`config.mk`:
```
export PLATFORM = sky130hd
export DESIGN_NAME = fifo_read_ctrl
export DESIGN_NICKNAME = d
export VERILOG_FILES = /design/src/rtl/fifo_read_ctrl.sv
export SDC_FILE = /design/constraint.sdc
export NUM_CORES = 1
export LEC_CHECK = 0
export BUFFER_PORTS_ARGS = -buffer_cell sky130_fd_sc_hd__buf_2
export CAP_MARGIN = 20
export CELL_PAD_IN_SITES_DETAIL_PLACEMENT = 0
export CELL_PAD_IN_SITES_GLOBAL_PLACEMENT = 1
export CORE_MARGIN = 10
export CORE_UTILIZATION = 45
export DETAILED_ROUTE_END_ITERATION = 10
export PLACE_DENSITY = 0.84
export SETUP_SLACK_MARGIN = 0.2
export SYNTH_ARGS = -nofsm -noshare
export SYNTH_HDL_FRONTEND = slang
export SYNTH_SLANG_ARGS = --single-unit
export TNS_END_PERCENT = 20
```
`constraint.sdc`:
```
create_clock -name rclk -period 8.5 [get_ports rclk]
set_input_delay 1.7 -clock rclk [delete_from_list [all_inputs] [get_ports rclk]]
set_output_delay 1.7 -clock rclk [all_outputs]
set_load 0.05 [all_outputs]
```
`src/rtl/fifo_read_ctrl.sv`:
```
// Read-side controller of an asynchronous FIFO: write-pointer synchronizer, read pointer, status flags.
// Optional build macro FIFO_RD_UNDERFLOW_STICKY_EN makes underflow sticky until reset.
module fifo_read_ctrl #(
  parameter int DEPTH = 32,
  parameter int AW    = 5
) (
  input  logic          rclk,
  input  logic          hw_rst,
  input  logic          sw_rst,
  input  logic          read_enable,
  input  logic [AW-1:0] aempty_value,
  input  logic [AW:0]   wptr_gray,
  output logic [AW-1:0] raddr,
  output logic          mem_rd_en,
  output logic [AW:0]   rptr_gray,
  output logic          rempty,
  output logic          rd_almost_empty,
  output logic          underflow,
  output logic [AW:0]   fifo_read_count,
  output logic [AW:0]   rd_level
);

  typedef enum logic [0:0] {EMPTY = 1'b0, AVAIL = 1'b1} state_t;

  localparam logic [AW:0] DEPTH_V = (AW+1)'(DEPTH);

  function automatic logic [AW:0] bin2gray(input logic [AW:0] b);
    return b ^ (b >> 1);
  endfunction

  function automatic logic [AW:0] gray2bin(input logic [AW:0] g);
    logic [AW:0] b;
    b[AW] = g[AW];
    for (int i = AW - 1; i >= 0; i--) begin
      b[i] = b[i+1] ^ g[i];
    end
    return b;
  endfunction

  state_t      state_r, state_s;
  logic [AW:0] wq1_r, wq2_r, rbin_r, rptr_gray_r, count_r, level_r;
  logic        ae_r, uf_r;
  logic        accept_s, uf_set_s;
  logic [AW:0] rbin_next_s, count_next_s;

  // Two-flop synchronizer for the write-domain Gray pointer
  always_ff @(posedge rclk or posedge hw_rst) begin
    if (hw_rst) begin
      wq1_r <= {(AW+1){1'b0}};
      wq2_r <= {(AW+1){1'b0}};
    end else if (sw_rst) begin
      wq1_r <= {(AW+1){1'b0}};
      wq2_r <= {(AW+1){1'b0}};
    end else begin
      wq1_r <= wptr_gray;
      wq2_r <= wq1_r;
    end
  end

  // Next pointer and occupancy; everything downstream compares against wq2 only
  always_comb begin
    accept_s     = read_enable & (state_r == AVAIL);
    uf_set_s     = read_enable & (state_r == EMPTY);
    rbin_next_s  = rbin_r + {{AW{1'b0}}, accept_s};
    count_next_s = gray2bin(wq2_r) - rbin_next_s;
  end

  // State register
  always_ff @(posedge rclk or posedge hw_rst) begin
    if (hw_rst) begin
      state_r <= EMPTY;
    end else if (sw_rst) begin
      state_r <= EMPTY;
    end else begin
      state_r <= state_s;
    end
  end

  // Next-state logic: empty whenever the next read pointer meets the synchronized write pointer
  always_comb begin
    state_s = state_r;
    case (state_r)
      EMPTY: begin
        if (bin2gray(rbin_next_s) != wq2_r) state_s = AVAIL;
        else                                state_s = EMPTY;
      end
      AVAIL: begin
        if (bin2gray(rbin_next_s) == wq2_r) state_s = EMPTY;
        else                                state_s = AVAIL;
      end
      default: state_s = EMPTY;
    endcase
  end

  // Pointer and status registers
  always_ff @(posedge rclk or posedge hw_rst) begin
    if (hw_rst) begin
      rbin_r      <= {(AW+1){1'b0}};
      rptr_gray_r <= {(AW+1){1'b0}};
      count_r     <= {(AW+1){1'b0}};
      level_r     <= DEPTH_V;
      ae_r        <= 1'b1;
      uf_r        <= 1'b0;
    end else if (sw_rst) begin
      rbin_r      <= {(AW+1){1'b0}};
      rptr_gray_r <= {(AW+1){1'b0}};
      count_r     <= {(AW+1){1'b0}};
      level_r     <= DEPTH_V;
      ae_r        <= 1'b1;
      uf_r        <= 1'b0;
    end else begin
      rbin_r      <= rbin_next_s;
      rptr_gray_r <= bin2gray(rbin_next_s);
      count_r     <= count_next_s;
      level_r     <= DEPTH_V - count_next_s;
      ae_r        <= (count_next_s <= {1'b0, aempty_value});
`ifdef FIFO_RD_UNDERFLOW_STICKY_EN
      uf_r        <= uf_r | uf_set_s;
`else
      uf_r        <= uf_set_s;
`endif
    end
  end

  // Output decode
  always_comb begin
    mem_rd_en       = accept_s;
    raddr           = rbin_r[AW-1:0];
    rempty          = (state_r == EMPTY);
    rptr_gray       = rptr_gray_r;
    fifo_read_count = count_r;
    rd_level        = level_r;
    rd_almost_empty = ae_r;
    underflow       = uf_r;
  end

endmodule

```
# ---- Word level (Yosys, flattened, before mapping)
# Cells that the tools add are included.
# Widths: inputs -> output; s select.
dict set report totals {
  register_bits 39
  inputBits 15
  wordCells 36
}
dict set report op_classes {
  add_sub_neg 3
  n_lt_le_gt_ge 1
  n_eq_ne 2
  mux 12
  bitwise_logic 9
}
# cell count
set ops {}
lappend ops {{$mux 6} 6}
lappend ops {{$add 6x1->6} 1}
lappend ops {{$eq 6x6->1} 1}
lappend ops {{$le 6x5->1} 1}
lappend ops {{$ne 6x6->1} 1}
lappend ops {{$sub 6x6->6} 1}
lappend ops {{$sub 6x6->6 const A} 1}
lappend ops {{$xor 6x5->6} 1}
lappend ops {{$mux 1} 5}
lappend ops {{$xor 1x1->1} 5}
lappend ops {{$and 1x1->1} 2}
lappend ops {{$pmux 1 s2} 1}
lappend ops {{$not 1->1} 1}

# ---- Depth between registers and ports, before layout
# Gate-level depths: netlist (run 1).
dict set report depth {
  ltp_word 8
  mapped_depth 16
  mapped_depth_nobuf 16
}

# ---- Worst setup path after synthesis (run 1)
# No wires, ideal clock.
dict set report synth_path {
  path_kind {input -> register}
  start {in read_enable}
  end {reg ae_r, in the netlist rd_almost_empty}
  t_arrival_ns 4.678
  path_slack_ns 3.744
  cell_stages 13
  path_buffers 0
  cell_sequence {and2_1 -> ha_1 -> ha_1 -> xnor2_1 -> ha_1 -> xnor2_1 -> inv_1 -> ha_1 -> o21a_1 -> o21ai_0 -> a211oi_1 -> o21ai_0 -> a31o_2}
}
dict set report synth_via {
  elab_chain_cells 5
}
# item line_no
set synth_lines {}
lappend synth_lines {{start: declaration} 10} ;# input logic read_enable,
lappend synth_lines {{$and 1x1->1} 62} ;# accept_s = read_enable & (state_r == AVAIL);
lappend synth_lines {{$add 6x1->6} 64} ;# rbin_next_s = rbin_r + {{AW{1'b0}}, accept_s};
lappend synth_lines {{$sub 6x6->6} 65} ;# count_next_s = gray2bin(wq2_r) - rbin_next_s;
lappend synth_lines {{$le 6x5->1} 116} ;# ae_r <= (count_next_s <= {1'b0, aempty_value});
lappend synth_lines {{$mux 1} 104} ;# end else if (sw_rst) begin
lappend synth_lines {{end signal: assignment} 116}
lappend synth_lines {{end: declaration} 42} ;# logic ae_r, uf_r;
# Every way passes these cells.

# ---- Worst setup path after layout (run 1)
# Ends and elaborated chain as after synthesis.

==> summary.md, run 1 <==
| Metric | Value |
|---|---|
| Outcome | complete, no violations |
| FF/Latch Area | 928 µm² |
| Post-Synthesis Cell Area | 1960 µm² |
| Max-slew violation total from the final report | 0 |
| Clock latency on the worst-skew pair | 0.28 ns |
| Setup tns final | 0 ns |
| Cell variety after synth | 39 |
| Vias per cell | a little under 5 |
| Post-DRT Antenna Nets | 0 |
| Slew headroom | 0.568 |
| Arr. time, crit path | between 4 and 5 ns |
| Worst r2r dst | rd_almost_empty |
| Final Hold Vio Count | 0 |
| Worst hold path class | register to register |
| XOR/XNOR Fraction of Synth Area | 0.130 |
| PortBufs | slightly above 40 |
| Synth Area in Adders | 0.0867 |
| Total Routed Length | approximately 3800 µm |
| Hold Path End | wq2_r[0] |
| Post-CTS Setup Repair Bufs | 0 |
| Hold Startpoint | wq1_r[0] |
| Area grow syn2layout | 18.0% |
| IO Pins | 42 |
| Num CTS Buffers | 5 |
| Maxcap violations | 0 |
| Top_reg_cell synth | dfrtp_1 |
| Drt drc | 0 |
| Final std cells w/o fill | 280 |
| # setup viols final | 0 |
| Syn nets | between 200 and 250 |
| Gate Count Post-Synth | 187 |
| Clk buf depth | 2 |
| Number of synthesized flops with an enable pin | 0 |
| Multi-input gate area | 960 µm² |
| Worst r2r src | wq2_r[5] |
| Syn_area_per_cell | around 10 µm² |
| Nets | roughly 260 |
| Drt pass-1 iters | 4 |
| Power density cells | around 240 nW/µm² |
| Via count | between 1000 and 1500 |
| RSZ-0062 raised after global routing | no |
| CTS Sinks | 37 |
| Main combinational cell family by area after synthesis | simple AND/OR/NAND/NOR gates |
| DR WL/cell | between 10 and 15 µm |
| Yosys reg bits | 37 |
| Fmax | 217 MHz |
| Total track usage | 0.108 |
| Reg2Reg Depth | 16 |
| First-pass GRT wire length | between 6000 and 7000 µm |
| Starting Density | 0.477 |
| Crit start category | input port |
| Period utilization | 0.542 |
| Filler Cell Count | ~370 |
| Cts hold-fix bufs | 0 |
| Die height | roughly 86 µm |
| Inst Count DP | between 200 and 300 |
| Ys async rst share | 1.00 |
| Die width | 86.1 µm |
| CP Capture Type | register |
| Root Driver | clkbuf_8 |
| Worst Max-Slew Pin Slew | about 0.65 ns |
| Worst-path clk slew | approximately 0.070 ns |
| Rows | 23 |
| Resized cells post-CTS | 0 |
| Mux cell area share after synthesis | 0.0217 |
| Maximum VDD drop | about 0.19 mV |
| Hold Path Depth | 1 |
| HPWL after DPL | 2750 µm |
| Fraction of final layout cells sized beyond drive strength 1 | 0.252 |
| Warnings from Yosys | 0 |
| Synth Area in Compound Gates | 0.0765 |
| Vias in the first global route | about 1400 |
| Total power | roughly 550 µW |
| CORE AREA | 4120 µm² |
| Final Critical Period | between 4 and 5 ns |
| RePlAce Congestion | between 0.8 and 0.9 |
| Post-synthesis sequential area ratio | 0.473 |
| Max H-tree Level | 2 |
| Largest net degree at the start of global routing | 38 |
| Crit Path Class | input port to register |
| Diode count | 0 |
| Die area | 7400 µm² |
| Critical path peak fanout | 6 |
| CTS tree | built |
| P_leak | around 0.0012 µW |
| Worst endpoint required time | between 8 and 9 ns |
| Clk_skew | approximately 0.01 ns |
| Initial antenna violation count | 0 |
| Reg-to-reg slack, setup | 4.53 ns |
| Simple-gate share of the synthesized area | 0.174 |
| Grt ovf | 0 |
| Detailed Route Iter0 Violations | 65 |
## cell type report
cell class / count / area share
clock buffers: 5 / 0.0297
clock inverters: 2 / 0.0151
inverters: 13 / 0.0211
multi-input cells: 131 / 0.414
flip-flops and latches: 37 / 0.401
well taps: 50 / 0.0270
repair buffers: 42 / 0.0918
## report_power, final
part           switching, µW  internal, µW
clock                   58.6          85.2
sequential              6.36           196
combinational            136          64.4
## synth_stat cells, types with 3 or more instances
| library cell | number | share of area |
|---|---|---|
| dfrtp_1 | 35 | 0.45 |
| nor2_1 | 19 | 0.036 |
| nor2b_1 | 19 | 0.061 |
| xnor2_1 | 16 | 0.071 |
| inv_1 | 13 | 0.025 |
| ha_1 | 12 | 0.076 |
| a21oi_1 | 8 | 0.020 |
| nand2_1 | 6 | 0.011 |
| nand3_1 | 6 | 0.015 |
| xor2_1 | 6 | 0.027 |
| clkbuf_1 | 4 | 0.0076 |
| o21ai_0 | 4 | 0.010 |
| a21o_1 | 3 | 0.011 |
| and2_1 | 3 | 0.0096 |
## layer usage
metal | GRT usage | vias to the layer above | part of all wire
li1 | - | 698 | -
met1 | 0.135 | 640 | 0.46
met2 | 0.166 | 33 | 0.47
met3 | 0.0397 | 7 | 0.063
met4 | 0.0404 | 0 | 0.015
met5 | 0 | - | 0
## logic make-up (layout without fill, tap and decap cells)
| group | Yosys count | in the layout |
|---|---|---|
| AO/OA/AOI/OAI | 24 | 24 |
| multiplexers | 4 | 4 |
| flip-flops | 37 | 37 |
| buffers and inverters | 19 | 62 |
| AND/OR/NAND/NOR | 65 | 65 |
| XOR/XNOR | 25 | 25 |
| adder cells (fa/ha/maj) | 13 | 13 |
## flip-flops by register name (all words and copies together) (netlist names)
signal,count
rbin_r,6
rd_level,6
rd_almost_empty,1
rptr_gray,5
wq2_r,6
underflow,1
state_r,1
fifo_read_count,5
wq1_r,6
## through the flow
stage	instance area (µm²)	worst slack [ns]	utilization	hold WS, ns
finish	2320	3.89	0.563	0.464
global route	2320	3.54	0.563	0.483
CTS	2320	3.87	0.563	0.466
detailed placement	2210	3.60	0.538	0.450
global placement	2210	3.68	0.538	0.443
floorplan	1960	3.74	-	0.421
## worst max-delay path, cell delays in order
cell	delay [ns]
buf_2	0.10
and2_1	0.16
ha_1	0.22
ha_1	0.26
xnor2_1	0.48
ha_1	0.37
xnor2_1	0.38
inv_1	0.09
ha_1	0.31
o21a_1	0.12
o21ai_0	0.07
a211oi_1	0.21
o21ai_0	0.11
a31o_2	0.25
## how the worst max path moves through the flow
stage,start,to,slack [ns],depth (start not counted)
6_report,read_enable,rd_almost_empty,3.89,14
5_1_grt,read_enable,rd_almost_empty,3.54,14
4_1_cts,read_enable,rd_almost_empty,3.87,14
3_5_place_dp,read_enable,rd_almost_empty,3.60,14
3_3_place_gp,read_enable,rd_almost_empty,3.68,14
2_1_floorplan,read_enable,rd_almost_empty,3.74,13
## cell usage in the layout (no fill, tap or decap), drive strengths merged
master / instances
o211ai: 1
clkbuf: 5
a31oi: 2
inv: 13
ha: 12
nand2: 6
o22ai: 1
dfstp: 2
fa: 1
o21a: 1
o21ai: 4
xnor2: 16
and2: 3
bufinv: 1
nand2b: 2
a31o: 1
buf: 42
nor2b: 19
or2: 1
a21o: 3
nor3: 2
xor2: 7
nor2: 19
nand4: 1
mux2i: 2
mux2: 2
nor3b: 1
a21oi: 8
nand3: 6
clkinv: 1
a211o: 2
or2b: 1
and3: 2
dfrtp: 35
a211oi: 1
or3: 2
xnor3: 2
No activity file was read; power rests on OpenSTA's default activity.
==> run 2: changes to the inputs <==
--- a/config.mk
+++ b/config.mk
@@ -10,9 +10,9 @@
 export CELL_PAD_IN_SITES_DETAIL_PLACEMENT = 0
 export CELL_PAD_IN_SITES_GLOBAL_PLACEMENT = 1
 export CORE_MARGIN = 10
-export CORE_UTILIZATION = 45
+export CORE_UTILIZATION = 42
 export DETAILED_ROUTE_END_ITERATION = 10
-export PLACE_DENSITY = 0.84
+export PLACE_DENSITY = 0.79
 export SETUP_SLACK_MARGIN = 0.2
 export SYNTH_ARGS = -nofsm -noshare
 export SYNTH_HDL_FRONTEND = slang
==> constraint.sdc (replaced) <==
create_clock -name rclk -period 4.4 [get_ports rclk]
set_input_delay 0.88 -clock rclk [delete_from_list [all_inputs] [get_ports rclk]]
set_output_delay 0.88 -clock rclk [all_outputs]
set_load 0.05 [all_outputs]
==> summary.md, run 2 (same netlist as run 1, synthesis figures left out) <==
| Metric | Value |
|---|---|
| Outcome | complete, no violations |
| Fraction of final layout cells sized beyond drive strength 1 | 0.254 (+0.00214) |
| Rows | 24 (+4.3%) |
| Power density cells | 439 nW/µm² (+86%) |
| Worst Max-Slew Pin Slew | 0.659 ns (+0.0113 ns) |
| Post-DRT Antenna Nets | 0 (unchanged) |
| Root Driver | clkbuf_8 |
| Worst-path clk slew | 0.08 ns (about the same) |
| IO Pins | 42 (unchanged) |
| Worst r2r src | wq2_r[5] |
| HPWL after DPL | 2860 µm (+4.1%) |
| Final Hold Vio Count | 0 (unchanged) |
| DRT met1 WL | 1720 µm (-0.64%) |
| Drt drc | 0 (unchanged) |
| Arr. time, crit path | 4.01 ns (-0.81 ns) |
| Max H-tree Level | 2 (unchanged) |
| Min setup slack post-route | 0.616 ns (-3.28 ns) |
| Crit path launch | wq2_r[5] |
| Diode count | 0 (unchanged) |
| Wire length on met3 | 295 µm (+24%) |
| First-pass GRT wire length | 6580 µm (-0.11%) |
| RSZ-0062 raised after global routing | no |
| Pre-CTS setup slack | 0.504 ns (-3.10 ns) |
| Final Critical Period | 3.78 ns |
| Clk buf depth | 2 (unchanged) |
| Total track usage | 0.106 (-0.00229) |
| Post-CTS Setup Repair Bufs | 0 (unchanged) |
| Via count | 1377 (-0.073%) |
| Fmax | 264 MHz |
| Period utilization | 0.860 |
| CORE AREA | 4440 µm² (+8.0%) |
| Maxcap violations | 0 (unchanged) |
| CTS tree | built |
| Commonest non-fill, non-tap cells in the layout | 41 x buf_2, 35 x dfrtp_1, 19 x nor2_1, 19 x nor2b_1, 16 x xnor2_1 |
| # setup viols final | 0 (unchanged) |
| Crit Path Class | register to register |
| CTS Sinks | 37 (unchanged) |
| Resized cells post-CTS | 0 (unchanged) |
| Num CTS Buffers | 5 (unchanged) |
| Vias per cell | 4.85 (-1.5%) |
| Maximum VDD drop | 0.329 mV (+71%) |
| Filler Cell Count | 436 (+19%) |
| Slew headroom | 0.561 (-0.00752) |
| Most common cell after layout, fill and taps aside | buf_2 |
| Max-slew violation total from the final report | 0 (unchanged) |
| Nets | 260 (+0.78%) |
| Initial antenna violation count | 0 (unchanged) |
| Clock latency on the worst-skew pair | 0.28 ns (about the same) |
| Routed wl met2 | 1770 µm (+0.28%) |
| Hold Startpoint | wq1_r[0] |
| Detailed Route Iter0 Violations | 69 (+6.2%) |
| Die area | 7810 µm² (+5.5%) |
| P_leak | 0.00119 µW (about the same) |
| PortBufs | 41 (unchanged) |
| Grt ovf | 0 (unchanged) |
| Die height | 88.4 µm (+2.7%) |
| Starting Density | 0.442 (-0.0353) |
| RePlAce Congestion | 0.800 (-0.42%) |
| Setup tns final | 0 ns (unchanged) |
| Cts hold-fix bufs | 0 (unchanged) |
| Total Routed Length | 3830 µm (+1.2%) |
| Largest net degree at the start of global routing | 38 (unchanged) |
| DR WL/cell | 13.5 µm (-0.24%) |
| Critical path peak fanout | 5 (-1) |
| CP Capture Type | register |
| Die width | 88.4 µm (+2.7%) |
| Clk_skew | 0.0134 ns (+0.00339 ns) |
| Area grow syn2layout | 18.0% (unchanged) |
| Worst hold path class | register to register |
| Vias in the first global route | 1415 (-0.77%) |
| Top Metal Used | met4 |
| Crit start category | register |
| Worst endpoint required time | 4.62 ns (-4.10 ns) |
| Drt pass-1 iters | 4 (unchanged) |
-- run 2: cell types whose count changed in the layout (fill, tap and decap cells not counted), sizes merged --
cell / previous run / this run
bufinv: 1 / 0
clkinv: 1 / 0
buf: 42 / 44
clkbuf: 5 / 7
-- run 2: power by group --
| group | total (µW) | internal (µW) | switching (µW) |
|---|---|---|---|
| registers | 391 | 379 | 11.5 |
| clock network | 235 | 124 | 111 |
| logic | 392 | 128 | 263 |
-- run 2: layer usage --
layer	GRT usage	vias up
met5	0	-
met4	0.0396	0
met3	0.0414	6
met2	0.167	38
met1	0.129	634
li1	-	699
-- run 2: stage by stage --
stage | std cells | hold WS, ns | utilization | area (µm²) | total power (µW)
6_report | 284 | 0.459 | 0.521 | 2320 | 1020
5_1_grt | 284 | 0.477 | 0.521 | 2320 | 1080
4_1_cts | 284 | 0.465 | 0.521 | 2320 | 1030
3_5_place_dp | 277 | 0.450 | 0.502 | 2230 | 791
3_3_place_gp | 277 | 0.443 | 0.502 | 2230 | 792
2_1_floorplan | 187 | 0.421 | - | 1960 | 705
-- run 2: final cells by class --
cell class                 instances  area [µm²]  share of cell area
multi-input combinational        131         960               0.414
sequential                        37         928               0.401
timing repair buffer              44         228              0.0983
clock buffer                       7        86.3              0.0373
tap                               52        65.1              0.0281
inverter                          13        48.8              0.0211
-- run 2: worst max-delay path: stages, from the launching register on --
cell and delay, ns:
dfrtp_1 0.46, xor2_2 0.23, xnor2_1 0.25, xnor2_1 0.19, xor2_1 0.37, xnor2_1 0.17, ha_1 0.18, inv_1 0.06
fa_1 0.40, xnor2_1 0.18, buf_4 0.16, inv_1 0.04, ha_1 0.28, o21a_1 0.11, o21ai_0 0.07, a211oi_1 0.21
o21ai_0 0.11, a31o_2 0.24
-- run 2: final timing paths --
path	slack [ns]	to	cells after the start
min reg2reg	0.46	wq2_r[0]	1
max in group asynchronous	3.38	rd_level[5]	3
max reg2reg	0.62	rd_almost_empty	17
min	0.46	wq2_r[0]	1
min in group asynchronous	0.68	fifo_read_count[3]	3
max	0.62	rd_almost_empty	17
==> run 3: changes to the inputs <==
--- a/config.mk
+++ b/config.mk
@@ -10,9 +10,10 @@
 export CELL_PAD_IN_SITES_DETAIL_PLACEMENT = 0
 export CELL_PAD_IN_SITES_GLOBAL_PLACEMENT = 1
 export CORE_MARGIN = 10
-export CORE_UTILIZATION = 42
+export CORE_UTILIZATION = 37
+export CTS_CLUSTER_SIZE = 25
 export DETAILED_ROUTE_END_ITERATION = 10
-export PLACE_DENSITY = 0.79
+export PLACE_DENSITY = 0.74
 export SETUP_SLACK_MARGIN = 0.2
 export SYNTH_ARGS = -nofsm -noshare
 export SYNTH_HDL_FRONTEND = slang
==> constraint.sdc (replaced) <==
create_clock -name rclk -period 3.4 [get_ports rclk]
set_input_delay 0.68 -clock rclk [delete_from_list [all_inputs] [get_ports rclk]]
set_output_delay 0.68 -clock rclk [all_outputs]
set_load 0.05 [all_outputs]
==> summary.md, run 3 (same netlist as run 1, synthesis figures left out) <==
| Metric | Value |
|---|---|
| Drt drc | 0 (unchanged) |
| Diode count | 0 (unchanged) |
| Via count | 1412 (+2.5%) |
| Worst endpoint required time | 3.64 ns (-0.98 ns) |
| Total power | 1450 µW (+42%) |
| RSZ-0062 raised after global routing | yes |
| # setup viols final | 0 (unchanged) |
| Total track usage | 0.0947 (-0.0114) |
| Worst Max-Slew Pin Slew | 0.643 ns (-0.0153 ns) |
| Final Critical Period | 3.23 ns (-0.550 ns) |
| Crit Path Class | register to register |
| Max H-tree Level | 2 (unchanged) |
| Fmax | 309 MHz (+17%) |
| Final Hold Vio Count | 0 (unchanged) |
| CTS tree | built |
| First-pass GRT wire length | 6560 µm (-0.21%) |
| Critical path peak fanout | 2 (-3) |
| Clk_skew | 0.00643 ns (-0.00697 ns) |
| Rows | 26 (+8.3%) |
| PortBufs | 41 (unchanged) |
| IO Pins | 42 (unchanged) |
| Die height | 92.8 µm (+5.1%) |
| Slew headroom | 0.571 (+0.0102) |
| Die width | 92.8 µm (+5.1%) |
| RePlAce Congestion | 0.769 (-3.9%) |
| Worst hold path class | input port to asynchronous set/reset pin |
| Clk buf depth | 2 (unchanged) |
| Worst stage delay on the critical path | 0.55 ns (+0.09 ns) |
| Commonest non-fill, non-tap cells in the layout | 41 x buf_2, 35 x dfrtp_1, 20 x buf_4 |
| Post-DRT Antenna Nets | 0 (unchanged) |
| Worst-path clk slew | 0.08 ns (about the same) |
| Grt ovf | 0 (unchanged) |
| Root Driver | clkbuf_8 |
| Drt pass-1 iters | 4 (unchanged) |
| Arr. time, crit path | 3.47 ns (-0.54 ns) |
| Initial antenna violation count | 0 (unchanged) |
| Fraction of final layout cells sized beyond drive strength 1 | 0.360 (+0.106) |
| Fin util | 0.498 (-0.0233) |
| Detailed Route Iter0 Violations | 33 (-52%) |
| HPWL after DPL | 3020 µm (+5.4%) |
| Maximum VDD drop | 0.304 mV (-7.7%) |
| CORE AREA | 5140 µm² (+16%) |
| Most common cell after layout, fill and taps aside | buf_2 |
| Die area | 8620 µm² (+10%) |
| Worst path cell trace | xor2_2 -> xnor2_2 -> xnor2_2 -> xor2_1 -> xnor2_1 -> ha_2 -> inv_2 -> fa_2 -> ha_4 -> nor2b_2 -> o21a_1 -> o21ai_1 -> a211oi_1 -> o21ai_1 -> a31o_2 |
| Total Routed Length | 3850 µm (+0.34%) |
| Reg-to-reg slack, setup | 0.17 ns (-0.45 ns) |
| Clock latency on the worst-skew pair | 0.29 ns (about the same) |
| Slowest CP cell | fa_2 |
| Crit start category | register |
| Vias in the first global route | 1397 (-1.3%) |
| Outcome | complete, no violations |
| CP Capture Type | register |
| Maxcap violations | 0 (unchanged) |
| Max-slew violation total from the final report | 0 (unchanged) |
| Area grow syn2layout | 30.3% |
| Nets | 277 (+6.5%) |
| P_leak | 0.00130 µW (+9.8%) |
| CTS Sinks | 37 (unchanged) |
| Starting Density | 0.382 (-0.0598) |
| DR WL/cell | 12.0 µm (-11%) |
| Power density cells | 565 nW/µm² (+29%) |
| Largest net degree at the start of global routing | 38 (unchanged) |
| Vias per cell | 4.41 (-9.0%) |
| Period utilization | 0.951 (+0.0911) |
| Num CTS Buffers | 5 (unchanged) |
-- run 3: per-layer routing --
metal  track usage  share of wire  vias to the layer above
li1              -              -                      735
met1         0.116           0.47                      639
met2         0.142           0.45                       32
met3        0.0387          0.062                        6
met4        0.0424          0.017                        0
met5             0              0                        -
-- run 3: cell type report --
class / instances / area, µm²
Tap cell: 70 / 87.6
Multi-Input combinational cell: 131 / 1020
Fill cell: 498 / 2580
Clock inverter: 3 / 46.3
Inverter: 13 / 48.8
Timing Repair Buffer: 61 / 355
Clock buffer: 5 / 68.8
Sequential cell: 37 / 928
-- run 3: timing repair --
item / CTS / global route
hold buffers: 0 / 0
hold endpoints to repair: 0 / 0
setup buffers: 5 / 1
gates resized for setup: 2 / 4
pin swaps: 8 / 7
endpoints found under the setup margin: 2 / 3
-- run 3: report_power, final --
group / leakage, µW / switching (µW) / total, µW / internal [µW]
registers: 0.000487 / 14.4 / 505 / 491
clock network: 0.0000543 / 158 / 377 / 219
logic: 0.000760 / 354 / 564 / 210
-- run 3: critical path: cells and delay by family, from the launching register on --
family,cells,cell delay [ns]
xor gates and xnor gates,5,0.96
adders and majority gates,3,0.96
buffers and inverters,1,0.04
DFF,1,0.41
AOI/OAI and AO/OA,5,0.67
and+or+nand+nor,1,0.14
-- run 3: worst paths after layout --
| kind | endpoint | start | cells after the start |
|---|---|---|---|
| min reg2reg | underflow | state_r | 1 |
| max reg2reg | rd_almost_empty | wq2_r[4] | 15 |
| max in group asynchronous | rd_level[5] | hw_rst | 3 |
| min in group rclk | underflow | state_r | 1 |
| max | rd_almost_empty | wq2_r[4] | 15 |
| min | rptr_gray[0] | hw_rst | 2 |
-- run 3: metrics by stage --
| stage | cells | hold slack (ns) | worst slack, ns | instance area, µm² | setup TNS [ns] |
|---|---|---|---|---|---|
| after detailed placement | 306 | 0.446 | -0.0353 | 2360 | -0.0353 |
| after global routing | 320 | 0.481 | 0.00240 | 2560 | 0 |
| after global placement | 306 | 0.443 | 0.00574 | 2360 | 0 |
| final | 320 | 0.456 | 0.167 | 2560 | 0 |
| after floorplan | 187 | 0.430 | -0.0102 | 1990 | -0.0102 |
| after CTS | 319 | 0.460 | 0.140 | 2520 | 0 |
